### src/rtl/hdlc_tx_framer.sv
// HDLC transmit framer: opening flags, zero-bit-stuffed data, optional CRC-16 FCS (HDLC_TX_FCS_EN), closing flag or abort.
// Latency: first flag bit on Tx the cycle after Tx_Start; each accepted byte's bit 0 goes out the cycle after the transfer.
// Backpressure: Tx_Ready is only offered in a byte's final bit-time; a missing byte aborts the frame with Tx_Underrun.
module hdlc_tx_framer #(
    parameter int FLAG_COUNT = 1
) (
    input  logic       Clk,
    input  logic       Rst,
    input  logic       TxEN,
    input  logic       Tx_Start,
    input  logic [7:0] Tx_Data,
    input  logic       Tx_Valid,
    input  logic       Tx_Last,
    output logic       Tx_Ready,
    input  logic       Tx_AbortFrame,
    output logic       Tx,
    output logic       Tx_Busy,
    output logic       Tx_Done,
    output logic       Tx_AbortedTrans,
    output logic       Tx_Underrun
);
    typedef enum logic [2:0] {
        IDLE, FLAG_OPEN, DATA,
`ifdef HDLC_TX_FCS_EN
        FCS,
`endif
        FLAG_CLOSE, ABORT
    } state_t;

    localparam logic [7:0] FlagPat  = 8'h7E;
    localparam logic [1:0] LastFlag = 2'(FLAG_COUNT - 1);

    state_t      state;
    logic [3:0]  bitIdx;     // index of the field bit currently on Tx
    logic [1:0]  flagNum;
    logic [2:0]  onesCnt;    // consecutive ones including the bit on Tx
    logic [15:0] shiftReg;
    logic        lastByte;
    logic        needByte;
    logic        abortReq;

    function automatic logic [2:0] nextOnes(input logic b, input logic [2:0] n);
        return b ? n + 3'd1 : 3'd0;
    endfunction

`ifdef HDLC_TX_FCS_EN
    logic [15:0] crc;

    function automatic logic [15:0] crcByte(input logic [15:0] c, input logic [7:0] d);
        logic [15:0] r;
        logic        fb;
        r = c;
        for (int i = 0; i < 8; i++) begin
            fb = r[0] ^ d[i];
            r  = {1'b0, r[15:1]} ^ (fb ? 16'h8408 : 16'h0000);
        end
        return r;
    endfunction
`endif

    always_comb begin
        needByte = ((state == FLAG_OPEN) && (bitIdx == 4'd7) && (flagNum == LastFlag)) ||
                   ((state == DATA) && (bitIdx == 4'd7) && (onesCnt != 3'd5) && !lastByte);
        abortReq = ((state == FLAG_OPEN) || (state == DATA)
`ifdef HDLC_TX_FCS_EN
                    || (state == FCS)
`endif
                   ) && (Tx_AbortFrame || !TxEN);
        Tx_Ready = needByte && TxEN && !Tx_AbortFrame;
    end

    always_ff @(posedge Clk) begin
        if (Rst) begin
            state           <= IDLE;
            bitIdx          <= 4'd0;
            flagNum         <= 2'd0;
            onesCnt         <= 3'd0;
            shiftReg        <= 16'd0;
            lastByte        <= 1'b0;
            Tx              <= 1'b1;
            Tx_Busy         <= 1'b0;
            Tx_Done         <= 1'b0;
            Tx_AbortedTrans <= 1'b0;
            Tx_Underrun     <= 1'b0;
`ifdef HDLC_TX_FCS_EN
            crc             <= 16'hFFFF;
`endif
        end else begin
            Tx_Done         <= 1'b0;
            Tx_AbortedTrans <= 1'b0;
            Tx_Underrun     <= 1'b0;
            if (abortReq) begin
                state  <= ABORT;
                bitIdx <= 4'd0;
                Tx     <= 1'b0;
            end else if (needByte) begin
                if (Tx_Valid) begin
                    state    <= DATA;
                    shiftReg <= {8'h00, Tx_Data};
                    bitIdx   <= 4'd0;
                    Tx       <= Tx_Data[0];
                    lastByte <= Tx_Last;
                    onesCnt  <= nextOnes(Tx_Data[0], (state == FLAG_OPEN) ? 3'd0 : onesCnt);
`ifdef HDLC_TX_FCS_EN
                    crc      <= crcByte(crc, Tx_Data);
`endif
                end else begin
                    state       <= ABORT;
                    bitIdx      <= 4'd0;
                    Tx          <= 1'b0;
                    Tx_Underrun <= 1'b1;
                end
            end else begin
                case (state)
                    IDLE: begin
                        Tx <= 1'b1;
                        if (Tx_Start && TxEN) begin
                            state    <= FLAG_OPEN;
                            bitIdx   <= 4'd0;
                            flagNum  <= 2'd0;
                            onesCnt  <= 3'd0;
                            lastByte <= 1'b0;
                            Tx       <= 1'b0;
                            Tx_Busy  <= 1'b1;
`ifdef HDLC_TX_FCS_EN
                            crc      <= 16'hFFFF;
`endif
                        end
                    end
                    FLAG_OPEN: begin
                        if (bitIdx == 4'd7) begin
                            flagNum <= flagNum + 2'd1;
                            bitIdx  <= 4'd0;
                            Tx      <= 1'b0;
                        end else begin
                            bitIdx <= bitIdx + 4'd1;
                            Tx     <= FlagPat[bitIdx[2:0] + 3'd1];
                        end
                    end
                    DATA: begin
                        if (onesCnt == 3'd5) begin
                            Tx      <= 1'b0;
                            onesCnt <= 3'd0;
                        end else if (bitIdx == 4'd7) begin
`ifdef HDLC_TX_FCS_EN
                            state    <= FCS;
                            shiftReg <= ~crc;
                            bitIdx   <= 4'd0;
                            Tx       <= ~crc[0];
                            onesCnt  <= nextOnes(~crc[0], onesCnt);
`else
                            state  <= FLAG_CLOSE;
                            bitIdx <= 4'd0;
                            Tx     <= 1'b0;
`endif
                        end else begin
                            bitIdx  <= bitIdx + 4'd1;
                            Tx      <= shiftReg[bitIdx + 4'd1];
                            onesCnt <= nextOnes(shiftReg[bitIdx + 4'd1], onesCnt);
                        end
                    end
`ifdef HDLC_TX_FCS_EN
                    FCS: begin
                        if (onesCnt == 3'd5) begin
                            Tx      <= 1'b0;
                            onesCnt <= 3'd0;
                        end else if (bitIdx == 4'd15) begin
                            state  <= FLAG_CLOSE;
                            bitIdx <= 4'd0;
                            Tx     <= 1'b0;
                        end else begin
                            bitIdx  <= bitIdx + 4'd1;
                            Tx      <= shiftReg[bitIdx + 4'd1];
                            onesCnt <= nextOnes(shiftReg[bitIdx + 4'd1], onesCnt);
                        end
                    end
`endif
                    FLAG_CLOSE: begin
                        if (bitIdx == 4'd7) begin
                            state   <= IDLE;
                            Tx      <= 1'b1;
                            Tx_Busy <= 1'b0;
                            Tx_Done <= 1'b1;
                        end else begin
                            bitIdx <= bitIdx + 4'd1;
                            Tx     <= FlagPat[bitIdx[2:0] + 3'd1];
                        end
                    end
                    ABORT: begin
                        if (bitIdx == 4'd7) begin
                            state           <= IDLE;
                            Tx              <= 1'b1;
                            Tx_Busy         <= 1'b0;
                            Tx_AbortedTrans <= 1'b1;
                        end else begin
                            bitIdx <= bitIdx + 4'd1;
                            Tx     <= 1'b1;
                        end
                    end
                    default: state <= IDLE;
                endcase
            end
        end
    end
endmodule
### config.mk
export PLATFORM = sky130hd
export DESIGN_NAME = hdlc_tx_framer
export DESIGN_NICKNAME = d
export VERILOG_FILES = /design/src/rtl/hdlc_tx_framer.sv
export SDC_FILE = /design/constraint.sdc
export NUM_CORES = 1
export LEC_CHECK = 0
export BUFFER_PORTS_ARGS = -buffer_cell sky130_fd_sc_hd__buf_4
export CAP_MARGIN = 20
export CORE_MARGIN = 4
export CORE_UTILIZATION = 38
export DETAILED_ROUTE_END_ITERATION = 6
export GPL_ROUTABILITY_DRIVEN = 0
export PLACE_DENSITY = 0.56
export SLEW_MARGIN = 20
export SYNTH_ARGS = -nofsm -noshare
export SYNTH_HDL_FRONTEND = slang
export SYNTH_SLANG_ARGS = --single-unit
### constraint.sdc
create_clock -name Clk -period 1.8 [get_ports Clk]
set_input_delay 0.09 -clock Clk [delete_from_list [all_inputs] [get_ports Clk]]
set_output_delay 0.09 -clock Clk [all_outputs]
set_load 0.005 [all_outputs]
==> out/qor.yml, run 1 <==
outcome: "complete, but fails checks"
failed_checks: "negative setup slack"
maxSlewViolCount: 0
dpl_worst_slack_ps: -191
final_ant_viol_nets: 0
place_inst: 274
commonest_cells_post_synth: "26 x dfxtp_1, 26 x nor2_1, 13 x a21oi_1, 13 x nand3_1, 12 x mux2i_1"
number_of_input_and_output_port_buffers_inserted: 20
synthesis.instances: 186
layoutNonFillerInstCount: 290
floorplan.die_area_um2: 5300
grt_pass1_vias: 1637
cts_root_buf: "clkbuf_8"
antennaDiodeCount: 0
layout_setup_ws_ps: -49.8
grt_pass1_wl_um: 7190
groute.usage.overall: 0.172
pin_count_of_the_biggest_net_entering_global_routing: 22
core_area_um2: 4030
design_power_total_mw: 1.37
cts-root-to-sink-buffers: 2
timing.rr.start: "onesCnt[1]"
max_slew.worst_pin.slew_ps: 506
cap_viol_max_count: 0
wire_length_per_cell_um: 15.4
p_per_area_nw_per_um2: 605
detailed_place_hpwl_um: 3290
setup_violations: 9
timing.critical_path.max_delay_family: "compound AO/OA/AOI/OAI gates"
vias: 1593
holdPathEnd: "Tx_Underrun"
core.rowCount: 23
min-delay-path-class: "in -> reg"
timing.critical_path.slowest_cell_delay_ps: 350
post_synth.cell_area_avg_um2: 8.58
synth.ff_latch_count: 26
dr.pass1.iters: 4
synth_largest_type_area_fraction: 0.326
critPathSlowestCell: "dfxtp_2"
post_synth_and_or_nand_nor_area_fraction: 0.276
finalWirelength_um: 4470
portion_of_the_post_synthesis_area_used_by_sequential_elements: 0.326
synth_ff_type: "dfxtp_1"
end_kind: "primary output"
synthDistinctLibCells: 51
fmaxAchievable_mhz: 541
synth_largest_area_cell: "dfxtp_1"
cts_made_buffers: 3
holdCritStartpoint: "Tx_Valid"
tritoncts_num_sinks: 26
clock_insertion_delay_worst_skew_ps: 270
gr-total-overflow: 0
vdd.ir_drop.worst_mv: 0.476
rsz0062_at_grt: "true"
io_pins: 21
drc: 0
criticalPathCategory: "reg -> out"
synth-compound-area-share: 0.193
startpoint_type: "flop"
largest_family_of_logic_cells_by_synthesized_area: "simple AND/OR/NAND/NOR gates"
finalCoreUtilization: 0.563
ys_async_sr_fraction: 0
synthesis.area_um2: 1600
final_period_minus_worst_setup_slack_ps: 1850
die_width_um: 72.8
placedInstanceArea_um2: 1990
worst_r2r_path_depth: 7
path_max_fanout: 4
crit_arrival_ps: 1760
die_height_um: 72.8
clock_pin_slew_on_the_worst_setup_and_hold_paths_ps: 100
final_min_period_over_clock_period: 1.03
synth_fa_ha_area_frac: 0.0392
drt-initial-drc-count: 54
yosys_warnings: 0
setup_total_negative_slack_ps: -212
synth.top_cells.by_area: "dfxtp_1 33%, mux2i_1 7.5%, nor2_1 6.1%, a21oi_1 4.1%, nand3_1 4.1%"
vias_per_cell: 5.49
worstReg2RegEnd: "onesCnt[1]"
antenna_found_initial: 0
worst_clock_skew_ps: 8.29
clock_tree.htree_level_count: 1
cts_hold_buffers: 0
r2r_slack_ps: -50
worst_hold_path.num_cells: 2
synth_enable_flop_cells: 0
areaGrowthSynthToFinish_pct: 42.3
fraction_of_final_layout_cells_sized_beyond_drive_strength_1: 0.446
floorplan.initialDensity: 0.396
finalInstanceArea_um2: 2270
worstPathCellList: "inv_2 > ha_4 > a21o_4 > o31ai_4 > buf_4 > and3_4 > buf_6"
yosys.area_share.xor_xnor: 0.0220
timing.critical_path.buf_inv: 3
post_synth_mux_area_share: 0.0894
finalNetCount: 261
final-hold-violation-count: 0
tritoncts_clock_tree: "done"
finalHoldWorstSlack_ps: 43.1
timing.slew.headroom: 0.660
cp.required_ps: 1710
power.leakage_nw: 0.888
postSynthNetCount: 206
-- sequential cells by signal, indices dropped and copies added (netlist names) --
register / flops
Tx: 1
Tx_AbortedTrans: 1
Tx_Busy: 1
Tx_Done: 1
Tx_Underrun: 1
bitIdx: 4
flagNum: 2
lastByte: 1
onesCnt: 3
shiftReg: 8
state: 3
-- power by group --
part	internal, mW	switching (mW)	leakage [nW]
logic	0.148	0.136	0.636
clock network	0.298	0.192	0.0357
registers	0.587	0.0127	0.215
total	1.03	0.340	0.888
-- worst register-to-register path: stages, from the launching register on --
cell and delay [ps]:
dfxtp_2 350, inv_2 50, ha_4 150, a21o_4 220, a311oi_1 240, nand4b_1 190, or3_1 360, a221oi_2 210
-- placed cells by master (no fill, tap or decap), types with 5 or more instances in the layout --
master   synthesis  routed
buf_4            0      59
nor2_1          26      25
dfxtp_1         26      17
mux2i_1         12      12
a21oi_1         13      11
nand2_1          9       9
nand3_1         13       9
dfxtp_2          0       6
nor3_1           5       5
-- area by class of cell --
type / instances / area (um2)
tap: 50 / 62.6
fill: 382 / 1760
clock inverter: 1 / 30.0
sequential: 26 / 539
timing repair buffer: 61 / 474
clock buffer: 3 / 41.3
inverter: 5 / 18.8
multi-input combinational: 144 / 1100
-- worst max-delay path by stage --
stage | start | to | slack (ps) | cells past startpoint
floorplan | state[1] | onesCnt[2] | -2 | 7
global route | bitIdx[0] | onesCnt[0] | -150 | 7
global placement | onesCnt[1] | Tx | -90 | 8
CTS | onesCnt[1] | Tx_Ready | -80 | 7
detailed placement | onesCnt[1] | Tx | -190 | 8
finish | onesCnt[1] | Tx_Ready | -50 | 7
-- kinds of logic (layout without fill, tap and decap cells) --
family,Yosys count,count (layout)
AO/OA/AOI/OAI,41,41
buffers and inverters,16,70
adder cells (fa/ha/maj),5,5
AND/OR/NAND/NOR,81,81
flip-flops,26,26
XOR/XNOR,4,4
multiplexers,13,13
-- metal layers --
metal	routed length (um)	GRT usage	share of wire	up-vias
met4	69	0.0758	0.015	0
li1	-	-	-	785
met5	0	0	0	-
met3	186	0.0413	0.042	6
met2	2380	0.306	0.53	38
met1	1830	0.195	0.41	764
-- repair_timing --
| action | 4_1_cts | 5_1_grt |
|---|---|---|
| setup buffers | 8 | 4 |
| endpoints found under the setup margin | 21 | 24 |
| gates resized for setup | 19 | 14 |
| pin swaps | 9 | 9 |
(Power assumes the default switching activity.)
==> inputs of run 2 (changes only) <==
--- a/config.mk
+++ b/config.mk
@@ -5,7 +5,7 @@
 export SDC_FILE = /design/constraint.sdc
 export NUM_CORES = 1
 export LEC_CHECK = 0
-export BUFFER_PORTS_ARGS = -buffer_cell sky130_fd_sc_hd__buf_4
+export BUFFER_PORTS_ARGS = -buffer_cell sky130_fd_sc_hd__buf_2
 export CAP_MARGIN = 20
 export CORE_MARGIN = 4
 export CORE_UTILIZATION = 38
==> run 2 against run 1 <==
- the flow still finishes with violations (negative setup slack)
- clock power about the same
- critical path depth unchanged
- non-clock buffer count shrank 2
- combinational power is 8.5% lower
- core utilization down 1.1 points
- die area is the same
- total power shrank 1.5%
- cell count down 0.69%
- worst setup slack got worse by 39 ps
- first-iteration DRC count rose by 52%
==> out/qor.yml, run 2 (synthesis gave the netlist of run 1 again) <==
outcome: "complete, but fails checks"
failed_checks: "negative setup slack"
place_inst: 277  # +1.1%
finalNetCount: 259  # -0.77%
clock_tree.htree_level_count: 1  # unchanged
finalWirelength_um: 4200  # -6.0%
tritoncts_clock_tree: "done"
core.rowCount: 23  # unchanged
tritoncts_num_sinks: 26  # unchanged
power_switching_share: 0.249  # +0.00157
grt_pass1_wl_um: 7160  # -0.38%
vias: 1534  # -3.7%
floorplan.die_area_um2: 5300  # unchanged
commonest_cells_after_routing_fill_and_taps_aside: "34 x buf_4, 22 x nor2_1, 19 x buf_2"
dr.pass1.iters: 4  # unchanged
cap_viol_max_count: 0  # unchanged
floorplan.initialDensity: 0.396  # unchanged
die_height_um: 72.8  # unchanged
p_per_area_nw_per_um2: 608  # +0.56%
cts_hold_buffers: 0  # unchanged
crit_arrival_ps: 2120  # +360 ps
clock_pin_slew_on_the_worst_setup_and_hold_paths_ps: 100  # about the same
sequential_share_of_power: 0.443  # +0.006
drt-initial-drc-count: 82  # +52%
layout_top_registers: "shiftReg x8, bitIdx x4"
wire_length_per_cell_um: 14.6  # -5.3%
min-delay-path-class: "in -> reg"
regArea_um2: 534  # -0.93%
rsz0062_at_grt: "true"
timing.slew.headroom: 0.709  # +0.0482
design_power_total_mw: 1.35  # -1.5%
antenna_found_initial: 0  # unchanged
io_pins: 21  # unchanged
placedInstanceArea_um2: 1960  # -1.4%
power_dissipated_by_switching_net_loads_uw: 337  # -0.87%
gr-total-overflow: 0  # unchanged
startpoint_type: "flop"
fmaxAchievable_mhz: 530  # -2.0%
multiInputGateArea_um2: 1110  # +0.57%
fraction_of_final_layout_cells_sized_beyond_drive_strength_1: 0.450  # +0.00375
grt_pass1_vias: 1555  # -5.0%
end_kind: "flop"
max_slew.worst_pin.slew_ps: 434  # -71.7 ps
clkPwrFrac: 0.364  # +0.008
total_of_fill_cells_in_the_finished_design: 370  # -3.1%
antennaDiodeCount: 0  # unchanged
cts_made_buffers: 3  # unchanged
path_max_fanout: 4  # unchanged
setup_total_negative_slack_ps: -335  # -123 ps
die_width_um: 72.8  # unchanged
largest_register: "shiftReg"
worst_clock_skew_ps: 6.44  # -1.84 ps
final_ant_viol_nets: 0  # unchanged
layoutNonFillerInstCount: 288  # -0.69%
groute.usage.overall: 0.170  # -0.00272
cts_root_buf: "clkbuf_8"
maxSlewViolCount: 0  # unchanged
vdd.ir_drop.worst_mv: 0.352  # -26%
cts-root-to-sink-buffers: 2  # unchanged
vias_per_cell: 5.33  # -3.0%
core_area_um2: 4030  # unchanged
detailed_place_hpwl_um: 3230  # -1.7%
pin_count_of_the_biggest_net_entering_global_routing: 22  # unchanged
finalInstanceArea_um2: 2220  # -2.0%
power.leakage_nw: 0.879  # -0.99%
criticalPathCategory: "reg -> reg"
final_period_minus_worst_setup_slack_ps: 1890  # +38.6 ps
clock_insertion_delay_worst_skew_ps: 280  # about the same
p_comb_frac: 0.192  # -0.015
final_common_cell: "buf_4"
areaGrowthSynthToFinish_pct: 39.4
setup_violations: 11  # +2
internal_power_mw: 1.02  # -1.7%
final-hold-violation-count: 0  # unchanged
final_min_period_over_clock_period: 1.05  # +0.0214
number_of_input_and_output_port_buffers_inserted: 20  # unchanged
layout_setup_ws_ps: -88.4  # -38.6 ps
cp.required_ps: 2030  # +320 ps
finalCoreUtilization: 0.552  # -0.0115
largest_register_ffs: 8  # unchanged
drc: 0  # unchanged
-- run 2: cell types whose count changed in the layout (fill, tap and decap cells not counted), sizes merged --
cell / delta
buf: -2
-- run 2: worst paths after layout --
kind	cells after the start	slack, ps	endpoint	startpoint
worst max-delay path	7	-90	onesCnt[2]	onesCnt[1]
worst min-delay path	3	40	shiftReg[4]	Tx_Data[4]
worst max register to register	7	-90	onesCnt[2]	onesCnt[1]
worst min register to register	2	470	flagNum[1]	flagNum[1]
-- run 2: per-stage QoR --
| step | worst slack [ps] | hold WS, ps |
|---|---|---|
| floorplan | -1.79 | 237 |
| global placement | -53.4 | 327 |
| detailed placement | -178 | 335 |
| CTS | -88.8 | 36.8 |
| global route | -151 | 55.0 |
| finish | -88.4 | 43.4 |
-- run 2: layout make-up --
| class | count | share of cell area |
|---|---|---|
| Sequential cell | 26 | 0.240 |
| Multi-Input combinational cell | 144 | 0.499 |
| Clock buffer | 3 | 0.0186 |
| Tap cell | 50 | 0.0281 |
| Timing Repair Buffer | 59 | 0.192 |
| Inverter | 5 | 0.00844 |
| Clock inverter | 1 | 0.0135 |
-- run 2: power by group through the flow --
stage	logic (mW)	clock network, mW	registers, mW
floorplan	0.140	0	0.612
global placement	0.233	0	0.612
detailed placement	0.237	0	0.612
CTS	0.247	0.512	0.601
global route	0.286	0.540	0.602
finish	0.260	0.492	0.600
-- run 2: repair_timing --
item	CTS	global route
resized for setup	17	21
endpoints found under the hold margin	0	0
setup endpoints to repair	20	25
pin swaps	4	8
setup buffers	4	3
-- run 2: critical path: stages (launching register included) --
cell and delay (ps):
dfxtp_2 350, inv_2 50, ha_4 160, a21o_4 220
o31ai_4 300, nand3_2 170, or4_1 520, nand3_1 70
-- run 2: metal layers --
| metal | vias up | share of wire | track usage | wire length [um] |
|---|---|---|---|---|
| li1 | 781 | - | - | - |
| met1 | 710 | 0.42 | 0.211 | 1760 |
| met2 | 36 | 0.52 | 0.305 | 2190 |
| met3 | 7 | 0.046 | 0.0275 | 195 |
| met4 | 0 | 0.012 | 0.0389 | 51 |
| met5 | - | 0 | 0 | 0 |
